### config.mk
export PLATFORM = sky130hd
export DESIGN_NAME = axis_pkt_tx
export DESIGN_NICKNAME = d
export VERILOG_FILES = /design/src/rtl/axis_pkt_tx.sv
export SDC_FILE = /design/constraint.sdc
export NUM_CORES = 1
export LEC_CHECK = 0
export ABC_AREA = 1
export CORE_MARGIN = 4
export CORE_UTILIZATION = 53
export CTS_CLUSTER_SIZE = 25
export DETAILED_ROUTE_END_ITERATION = 8
export HOLD_SLACK_MARGIN = 0.1
export PLACE_DENSITY = 0.88
export SYNTH_ARGS = -nofsm -noshare
export SYNTH_HDL_FRONTEND = slang
export SYNTH_SLANG_ARGS = --single-unit
### constraint.sdc
create_clock -name aclk -period 2.3 [get_ports aclk]
set_input_delay 0.69 -clock aclk [delete_from_list [all_inputs] [get_ports aclk]]
set_output_delay 0.69 -clock aclk [all_outputs]
set_load 0.02 [all_outputs]
### src/rtl/axis_pkt_tx.sv
// AXI-Stream packet transmitter: one packet of pkt_len beats per start, counter payload.
// Define AXIS_TX_PRBS_EN to use a 16-bit Fibonacci LFSR payload instead (DATA_WIDTH must be 16).
//
// state | meaning
// IDLE  | waiting for start with a non-zero pkt_len
// SEND  | presenting beats, advancing on each m_tvalid & m_tready
// GAP   | idle spacing after a packet; start is ignored
module axis_pkt_tx #(
  parameter int DATA_WIDTH = 16,
  parameter int LEN_WIDTH  = 14,
  parameter int GAP_CYCLES = 2
) (
  input  logic                    aclk,
  input  logic                    areset_n,
  input  logic                    start,
  input  logic [LEN_WIDTH-1:0]    pkt_len,
  input  logic [DATA_WIDTH-1:0]   seed,
  output logic                    busy,
  output logic                    tx_done,
  output logic [LEN_WIDTH-1:0]    beat_cnt,
  output logic [DATA_WIDTH-1:0]   m_tdata,
  output logic [DATA_WIDTH/8-1:0] m_tkeep,
  output logic                    m_tvalid,
  input  logic                    m_tready,
  output logic                    m_tlast
);

  localparam int KEEP_W = DATA_WIDTH / 8;
  localparam int GAP_W  = (GAP_CYCLES > 1) ? $clog2(GAP_CYCLES) : 1;
  localparam logic [GAP_W-1:0] GAP_LOAD = GAP_W'((GAP_CYCLES > 0) ? GAP_CYCLES - 1 : 0);

  typedef enum logic [1:0] {IDLE, SEND, GAP} state_t;

`ifdef AXIS_TX_PRBS_EN
  if (DATA_WIDTH != 16) begin : g_bad_prbs_width
    $error("axis_pkt_tx: AXIS_TX_PRBS_EN requires DATA_WIDTH == 16");
  end

  function automatic logic [DATA_WIDTH-1:0] next_payload(input logic [DATA_WIDTH-1:0] d);
    return {d[14:0], d[15] ^ d[14] ^ d[12] ^ d[3]};
  endfunction

  // An all-zero seed would lock the LFSR, so it is replaced on load
  function automatic logic [DATA_WIDTH-1:0] load_payload(input logic [DATA_WIDTH-1:0] s);
    return (s == '0) ? DATA_WIDTH'(1) : s;
  endfunction
`else
  function automatic logic [DATA_WIDTH-1:0] next_payload(input logic [DATA_WIDTH-1:0] d);
    return d + DATA_WIDTH'(1);
  endfunction

  function automatic logic [DATA_WIDTH-1:0] load_payload(input logic [DATA_WIDTH-1:0] s);
    return s;
  endfunction
`endif

  state_t                state_q, state_d;
  logic [LEN_WIDTH-1:0]  len_q, len_d;
  logic [GAP_W-1:0]      gap_q, gap_d;
  logic [DATA_WIDTH-1:0] data_d;
  logic [KEEP_W-1:0]     keep_d;
  logic                  valid_d, last_d, busy_d, done_d;
  logic [LEN_WIDTH-1:0]  cnt_d;

  always_ff @(posedge aclk or negedge areset_n) begin
    if (!areset_n) begin
      state_q  <= IDLE;
      len_q    <= '0;
      gap_q    <= '0;
      m_tdata  <= '0;
      m_tkeep  <= '0;
      m_tvalid <= 1'b0;
      m_tlast  <= 1'b0;
      busy     <= 1'b0;
      tx_done  <= 1'b0;
      beat_cnt <= '0;
    end else begin
      state_q  <= state_d;
      len_q    <= len_d;
      gap_q    <= gap_d;
      m_tdata  <= data_d;
      m_tkeep  <= keep_d;
      m_tvalid <= valid_d;
      m_tlast  <= last_d;
      busy     <= busy_d;
      tx_done  <= done_d;
      beat_cnt <= cnt_d;
    end
  end

  always_comb begin
    state_d = state_q;
    len_d   = len_q;
    gap_d   = gap_q;
    data_d  = m_tdata;
    keep_d  = m_tkeep;
    valid_d = m_tvalid;
    last_d  = m_tlast;
    busy_d  = busy;
    done_d  = tx_done;
    cnt_d   = beat_cnt;

    case (state_q)
      IDLE: begin
        if (start && (pkt_len != '0)) begin
          len_d   = pkt_len;
          data_d  = load_payload(seed);
          keep_d  = '1;
          valid_d = 1'b1;
          last_d  = (pkt_len == LEN_WIDTH'(1));
          busy_d  = 1'b1;
          done_d  = 1'b0;
          cnt_d   = '0;
          state_d = SEND;
        end
      end

      SEND: begin
        if (m_tvalid && m_tready) begin
          if (m_tlast) begin
            valid_d = 1'b0;
            last_d  = 1'b0;
            cnt_d   = len_q;
            done_d  = 1'b1;
            if (GAP_CYCLES == 0) begin
              state_d = IDLE;
              busy_d  = 1'b0;
            end else begin
              state_d = GAP;
              gap_d   = GAP_LOAD;
            end
          end else begin
            cnt_d  = beat_cnt + LEN_WIDTH'(1);
            data_d = next_payload(m_tdata);
            // beat_cnt+1 is the index of the beat being loaded now
            last_d = ((beat_cnt + LEN_WIDTH'(1)) == (len_q - LEN_WIDTH'(1)));
          end
        end
      end

      GAP: begin
        if (gap_q == '0) begin
          state_d = IDLE;
          busy_d  = 1'b0;
        end else begin
          gap_d = gap_q - GAP_W'(1);
        end
      end

      default: begin
        state_d = IDLE;
        busy_d  = 1'b0;
        valid_d = 1'b0;
        last_d  = 1'b0;
      end
    endcase
  end

endmodule

# After elaboration in Yosys (flattened, before gate mapping)
# Index checks and enable logic that the tools add are counted.
[totals]
output_inout_bits = 36
ff_bits = 52
elab_cells = 69
[classes]
bitwise = 2
reduce_logical = 15
n_addsub = 4
n_mux = 29
eq_ne = 9
[op_table]
columns = ["cell", "n"]
rows = [
  ["2-to-1 mux 16 bit", 3],
  ["2-to-1 mux 14 bit", 3],
  ["one-hot mux 16 bit (2 select lines)", 1],
  ["one-hot mux 14 bit (2 select lines)", 1],
  ["adder 16 x 1 -> 16 bit, second input constant", 1],
  ["AND reduction 4 bit", 4],
  ["adder 14 x 1 -> 14 bit, second input constant", 1],
  ["equality test 14 x 1 -> 1 bit, second input constant", 1],
  ["equality test 14 bit", 1],
  ["nonzero test 14 bit", 1],
  ["subtractor 14 x 1 -> 14 bit, second input constant", 1],
  ["AND reduction 3 bit", 4],
  ["2-to-1 mux 1 bit", 11],
  ["inequality test 2 bit, second input constant", 5],
  ["one-hot mux 1 bit (3 select lines)", 3],
  ["2-to-1 mux 2 bit", 4],
  ["one-hot mux 2 bit (3 select lines)", 1],
  ["one-hot mux 1 bit (2 select lines)", 2],
  ["nonzero test 2 bit", 2],
  ["equality test 2 x 1 -> 1 bit, second input constant", 1],
  ["equality test 2 bit, second input constant", 1],
  ["logical AND 1 bit", 2],
  ["zero test 2 bit", 1],
  ["NOT 1 bit", 2],
  ["2 further kinds", 2],
]

# Logic depth before layout (Yosys ltp)
[logic_depth]
depth_word = 5
mapped_depth = 16
depth_no_buf = 16

# Least setup slack after synthesis
# Ideal clock, no wire load.
[synth_path]
path_type = "input -> register"
start = "input port pkt_len[9]"
end = "register m_tdata[11]"
stages = 10
setup_ps = 119
t_arrival_ps = 1816
t_required_ps = 2181
slack_ps = 365
path_cell_list = "or2_1 nor4_4 nand3_2 nand3_2 nand2_4 nand2_4 inv_2 buf_6 a21oi_1 nor2_1"
[synth_between]
elab_chain_cells = 4
[synth_rtl]
columns = ["element", "line_no", "text"]
rows = [
  ["from (decl)", "16", "input logic [LEN_WIDTH-1:0] pkt_len,"],
  ["nonzero test 14 bit", "105", "if (start && (pkt_len != '0)) begin"],
  ["logical AND 1 bit", "105", ""],
  ["inequality test 2 bit (no source line)", "n/a", ""],
  ["AND reduction 4 bit (no source line)", "n/a", ""],
  ["to (signal assigned)", "81", "m_tdata <= data_d;"],
  ["to (decl)", "21", "output logic [DATA_WIDTH-1:0] m_tdata,"],
]
# Every way passes these cells.
# A chain may end at the register's enable or synchronous reset.

# Worst setup path after layout
[layout_path]
start = "input port pkt_len[9]"
end = "register m_tdata[14]"
# The elaborated chain is that of the path after synthesis.

==> report_table.html <==
<table>
<tr><th>Metric</th><th>Value</th></tr>
<tr><th colspan="2">Status</th></tr>
<tr><td>Result of the run</td><td>complete, no violations</td></tr>
<tr><th colspan="2">Route</th></tr>
<tr><td>DR DRC count</td><td>0</td></tr>
<tr><td>Number of DRC violations after detailed-routing iteration 0</td><td>237</td></tr>
<tr><td>Routed wire length</td><td>9600 um</td></tr>
<tr><td>Routed via count</td><td>around 3800</td></tr>
<tr><td>Routed vias/inst</td><td>5.42</td></tr>
<tr><td>Final antenna-violating net count</td><td>0</td></tr>
<tr><td>1st-pass router iterations</td><td>6</td></tr>
<tr><td>Final routed wire length divided by cell count</td><td>about 14 um</td></tr>
<tr><th colspan="2">Global routing</th></tr>
<tr><td>GRT Residual Overflow</td><td>0</td></tr>
<tr><td>Antenna violations before repair</td><td>0</td></tr>
<tr><td>Pin count of the biggest net entering global routing</td><td>53</td></tr>
<tr><td>Global-route wire length before repair</td><td>between 15000 and 20000 um</td></tr>
<tr><td>Vias in the first global route</td><td>3716</td></tr>
<tr><td>GRT Total Usage</td><td>24.5%</td></tr>
<tr><th colspan="2">Final layout</th></tr>
<tr><td>Layout cell share with drive strength beyond 1</td><td>10.6%</td></tr>
<tr><td>Antenna Cells</td><td>0</td></tr>
<tr><td>Area of the multi-input gates</td><td>2000 sq um</td></tr>
<tr><td>Area of all sequential standard cells</td><td>1300 sq um</td></tr>
<tr><td>Leading cell type in the layout, fill and taps excluded</td><td>sky130_fd_sc_hd__nand2_1</td></tr>
<tr><td>Post-route non-filler standard cell count</td><td>~700</td></tr>
<tr><td>Area Growth Syn to Fin</td><td>28.7%</td></tr>
<tr><td>Fill cells</td><td>525</td></tr>
<tr><td>Fin nets</td><td>between 600 and 700</td></tr>
<tr><td>Most frequent cells in the layout</td><td>186 x sky130_fd_sc_hd__nand2_1, 68 x sky130_fd_sc_hd__clkdlybuf4s50_1, 54 x sky130_fd_sc_hd__inv_1</td></tr>
<tr><td>Final non-filler cell area</td><td>4620 sq um</td></tr>
<tr><th colspan="2">Logic synthesis</th></tr>
<tr><td>Top cells by area, synth</td><td>sky130_fd_sc_hd__dfrtp_1 36%, sky130_fd_sc_hd__nand2_1 19%, sky130_fd_sc_hd__o21ai_0 6.7%</td></tr>
<tr><td>Post-synthesis cell type with the largest combined area</td><td>sky130_fd_sc_hd__dfrtp_1</td></tr>
<tr><td>Count of yosys warnings during synthesis</td><td>0</td></tr>
<tr><td>Synth Register Bits</td><td>52</td></tr>
<tr><td>Count of different cell masters after synthesis</td><td>35</td></tr>
<tr><td>Cell count after synthesis</td><td>535</td></tr>
<tr><td>Post-Syn Area</td><td>3590 sq um</td></tr>
<tr><td>Synthesized Nets</td><td>572</td></tr>
<tr><td>Synth Area per Inst</td><td>6.71 sq um</td></tr>
<tr><td>Area share of the largest cell type after synthesis</td><td>~36%</td></tr>
<tr><td>Share of synthesized area occupied by flip-flops and latches</td><td>36.2%</td></tr>
<tr><th colspan="2">Critical path</th></tr>
<tr><td>Crit path DAT</td><td>2380 ps</td></tr>
<tr><td>Endpoint type of the worst setup path</td><td>flip-flop</td></tr>
<tr><td>Register-to-register path setup slack</td><td>between 150 and 200 ps</td></tr>
<tr><td>Start-to-end type of the worst setup path</td><td>input port to flip-flop</td></tr>
<tr><td>CP required</td><td>~2500 ps</td></tr>
<tr><td>R2R Path Start</td><td>len_q[1]</td></tr>
<tr><td>Worst setup path start</td><td>pkt_len[9]</td></tr>
<tr><td>Critical Path Start Type</td><td>input port</td></tr>
<tr><td>Worst reg2reg path endpoint</td><td>m_tlast</td></tr>
<tr><td>Logic depth of the worst register-to-register path</td><td>15</td></tr>
<tr><td>Worst-path fanout max</td><td>7</td></tr>
<tr><th colspan="2">STA</th></tr>
<tr><td>Total Neg Setup Slack</td><td>0 ps</td></tr>
<tr><td>Final Max Slew Viols</td><td>0</td></tr>
<tr><td>Slew margin rel.</td><td>72.4%</td></tr>
<tr><td>Actual slew at the worst max-slew pin</td><td>414 ps</td></tr>
<tr><td>Post-layout minimum cycle time</td><td>2170 ps</td></tr>
<tr><td>RSZ-0062 raised after global routing</td><td>no</td></tr>
<tr><td>Max Fclk</td><td>about 460 MHz</td></tr>
<tr><td>Final setup vio count</td><td>0</td></tr>
<tr><td>WHS</td><td>346 ps</td></tr>
<tr><td>Final hold violations</td><td>0</td></tr>
<tr><td>Final worst path period share</td><td>a little over nine tenths</td></tr>
<tr><td>Largest clock skew in the final design</td><td>12.0 ps</td></tr>
<tr><th colspan="2">Clocking</th></tr>
<tr><td>Clock transition at the registers of the reported paths</td><td>90 ps</td></tr>
<tr><td>Clock tree from TritonCTS</td><td>done</td></tr>
<tr><td>Worst-Skew Late Latency</td><td>310 ps</td></tr>
<tr><td>CTS H-tree lvls</td><td>2</td></tr>
<tr><td>Clock buffers created by TritonCTS</td><td>5</td></tr>
<tr><td>Buffer cell driving the clock tree root</td><td>sky130_fd_sc_hd__clkbuf_8</td></tr>
<tr><td>Bufs on Longest Clock Path</td><td>2</td></tr>
<tr><td>CTS sink cnt</td><td>between 50 and 60</td></tr>
<tr><th colspan="2">Die</th></tr>
<tr><td>Width of the die</td><td>90.3 um</td></tr>
<tr><td>Initial core utilization</td><td>55.6%</td></tr>
<tr><td>Std-Cell Rows</td><td>29</td></tr>
<tr><td>Die Y-Extent</td><td>90.3 um</td></tr>
<tr><td>Die ar.</td><td>roughly 8200 sq um</td></tr>
<tr><td>Core footprint</td><td>6460 sq um</td></tr>
<tr><td>Ports placed on the boundary</td><td>70</td></tr>
<tr><th colspan="2">Placed design</th></tr>
<tr><td>Global placement routability congestion</td><td>0.929</td></tr>
<tr><td>Port-buffer cells</td><td>69</td></tr>
<tr><td>Detail Placement HPWL</td><td>approximately 7200 um</td></tr>
<tr><td>Cell area reported after detailed placement</td><td>~4500 sq um</td></tr>
<tr><td>Cells after DPL</td><td>690</td></tr>
<tr><th colspan="2">Power and ir drop</th></tr>
<tr><td>Maximum resistive drop on vdd</td><td>a little under 0.0006 V</td></tr>
<tr><td>Pwr Total</td><td>4140 uW</td></tr>
<tr><td>Total power divided by cell area</td><td>895 nW/um^2</td></tr>
<tr><td>Static leakage</td><td>0.00221 uW</td></tr>
<tr><th colspan="2">Min path</th></tr>
<tr><td>Worst min-delay path category</td><td>input port to async pin</td></tr>
<tr><th colspan="2">Job</th></tr>
<tr><td>Maximum Capacitance Violations</td><td>0</td></tr>
</table>
[layer usage]
layer  vias to the layer above  wire [um]  GRT usage (%)
li1                       1900          -              -
met1                      1730       4220           31.1
met2                       142       4590           41.8
met3                        14        595           5.42
met4                         0        187           7.65
met5                         -          0              0
[sequential cells by signal, indices dropped and copies added (netlist names)]
register and cells:
beat_cnt 14, busy 1, gap_q 1, len_q 14, m_tdata 16, m_tkeep 1
m_tlast 1, m_tvalid 1, state_q 2, tx_done 1
[power by group]
group          total [uW]  internal, uW  switching, uW
Sequential           1490          1160            333
Combinational        1970           843           1120
Clock                 677           356            320
Total                4140          2360           1780
[critical path: stages]
cell and delay [ps]:
sky130_fd_sc_hd__clkdlybuf4s50_1 410, sky130_fd_sc_hd__or2_1 260, sky130_fd_sc_hd__nor4_4 240, sky130_fd_sc_hd__nand3_2 130, sky130_fd_sc_hd__nand3_2 140, sky130_fd_sc_hd__nand2_4 70
sky130_fd_sc_hd__nand2_4 70, sky130_fd_sc_hd__buf_4 150, sky130_fd_sc_hd__a21oi_1 50, sky130_fd_sc_hd__o21a_1 160
[cells in the mapped netlist, drive strengths merged]
cell type  number
nand3          43
clkinv          1
o21ai          49
inv            57
ha              3
nor3            4
o22ai          11
a31oi           6
o21bai          1
nor4            5
nand2         192
clkbuf          9
nand4          10
a21oi          14
or2             5
o21a            2
xor2            5
buf             5
xnor2           2
dfrtp          52
a22oi           1
nor2           58
[worst max path at each step]
stage / to / slack [ps] / cells after the start
2_1_floorplan: m_tdata[11] / 370 / 10
3_3_place_gp: m_tdata[12] / -160 / 10
3_5_place_dp: m_tdata[12] / -220 / 10
4_1_cts: m_tdata[12] / 100 / 10
5_1_grt: m_tlast / 40 / 15
6_report: m_tdata[14] / 130 / 10
[final cells by class]
class | count | area share [%]
Clock buffer | 6 | 1.79
Timing Repair Buffer | 92 | 19.1
Inverter | 58 | 4.76
Tap cell | 77 | 2.08
Sequential cell | 52 | 28.1
Clock inverter | 2 | 0.839
Multi-Input combinational cell | 411 | 43.3
[what timing repair did]
item                                    CTS  global route
gates resized for setup                   0             2
endpoints found under the setup margin    0             3
hold buffers                              0             0
endpoints found under the hold margin     0             0
buffers inserted                          0             0
[through the flow]
step / util, % / setup slack [ps]
after global routing: 71.6 / 39.1
after floorplan: - / 365
after CTS: 71.5 / 104
after global placement: 69.7 / -163
after detailed placement: 69.7 / -223
final: 71.6 / 128
[cells by family after synthesis]
group | synth area share (%)
and+or+nand+nor | 40.2
DFF | 36.2
adders and majority gates | 1.05
xor gates and xnor gates | 1.71
AOI/OAI and AO/OA | 12.7
buffers and inverters | 8.08
(Power assumes the default switching activity.)
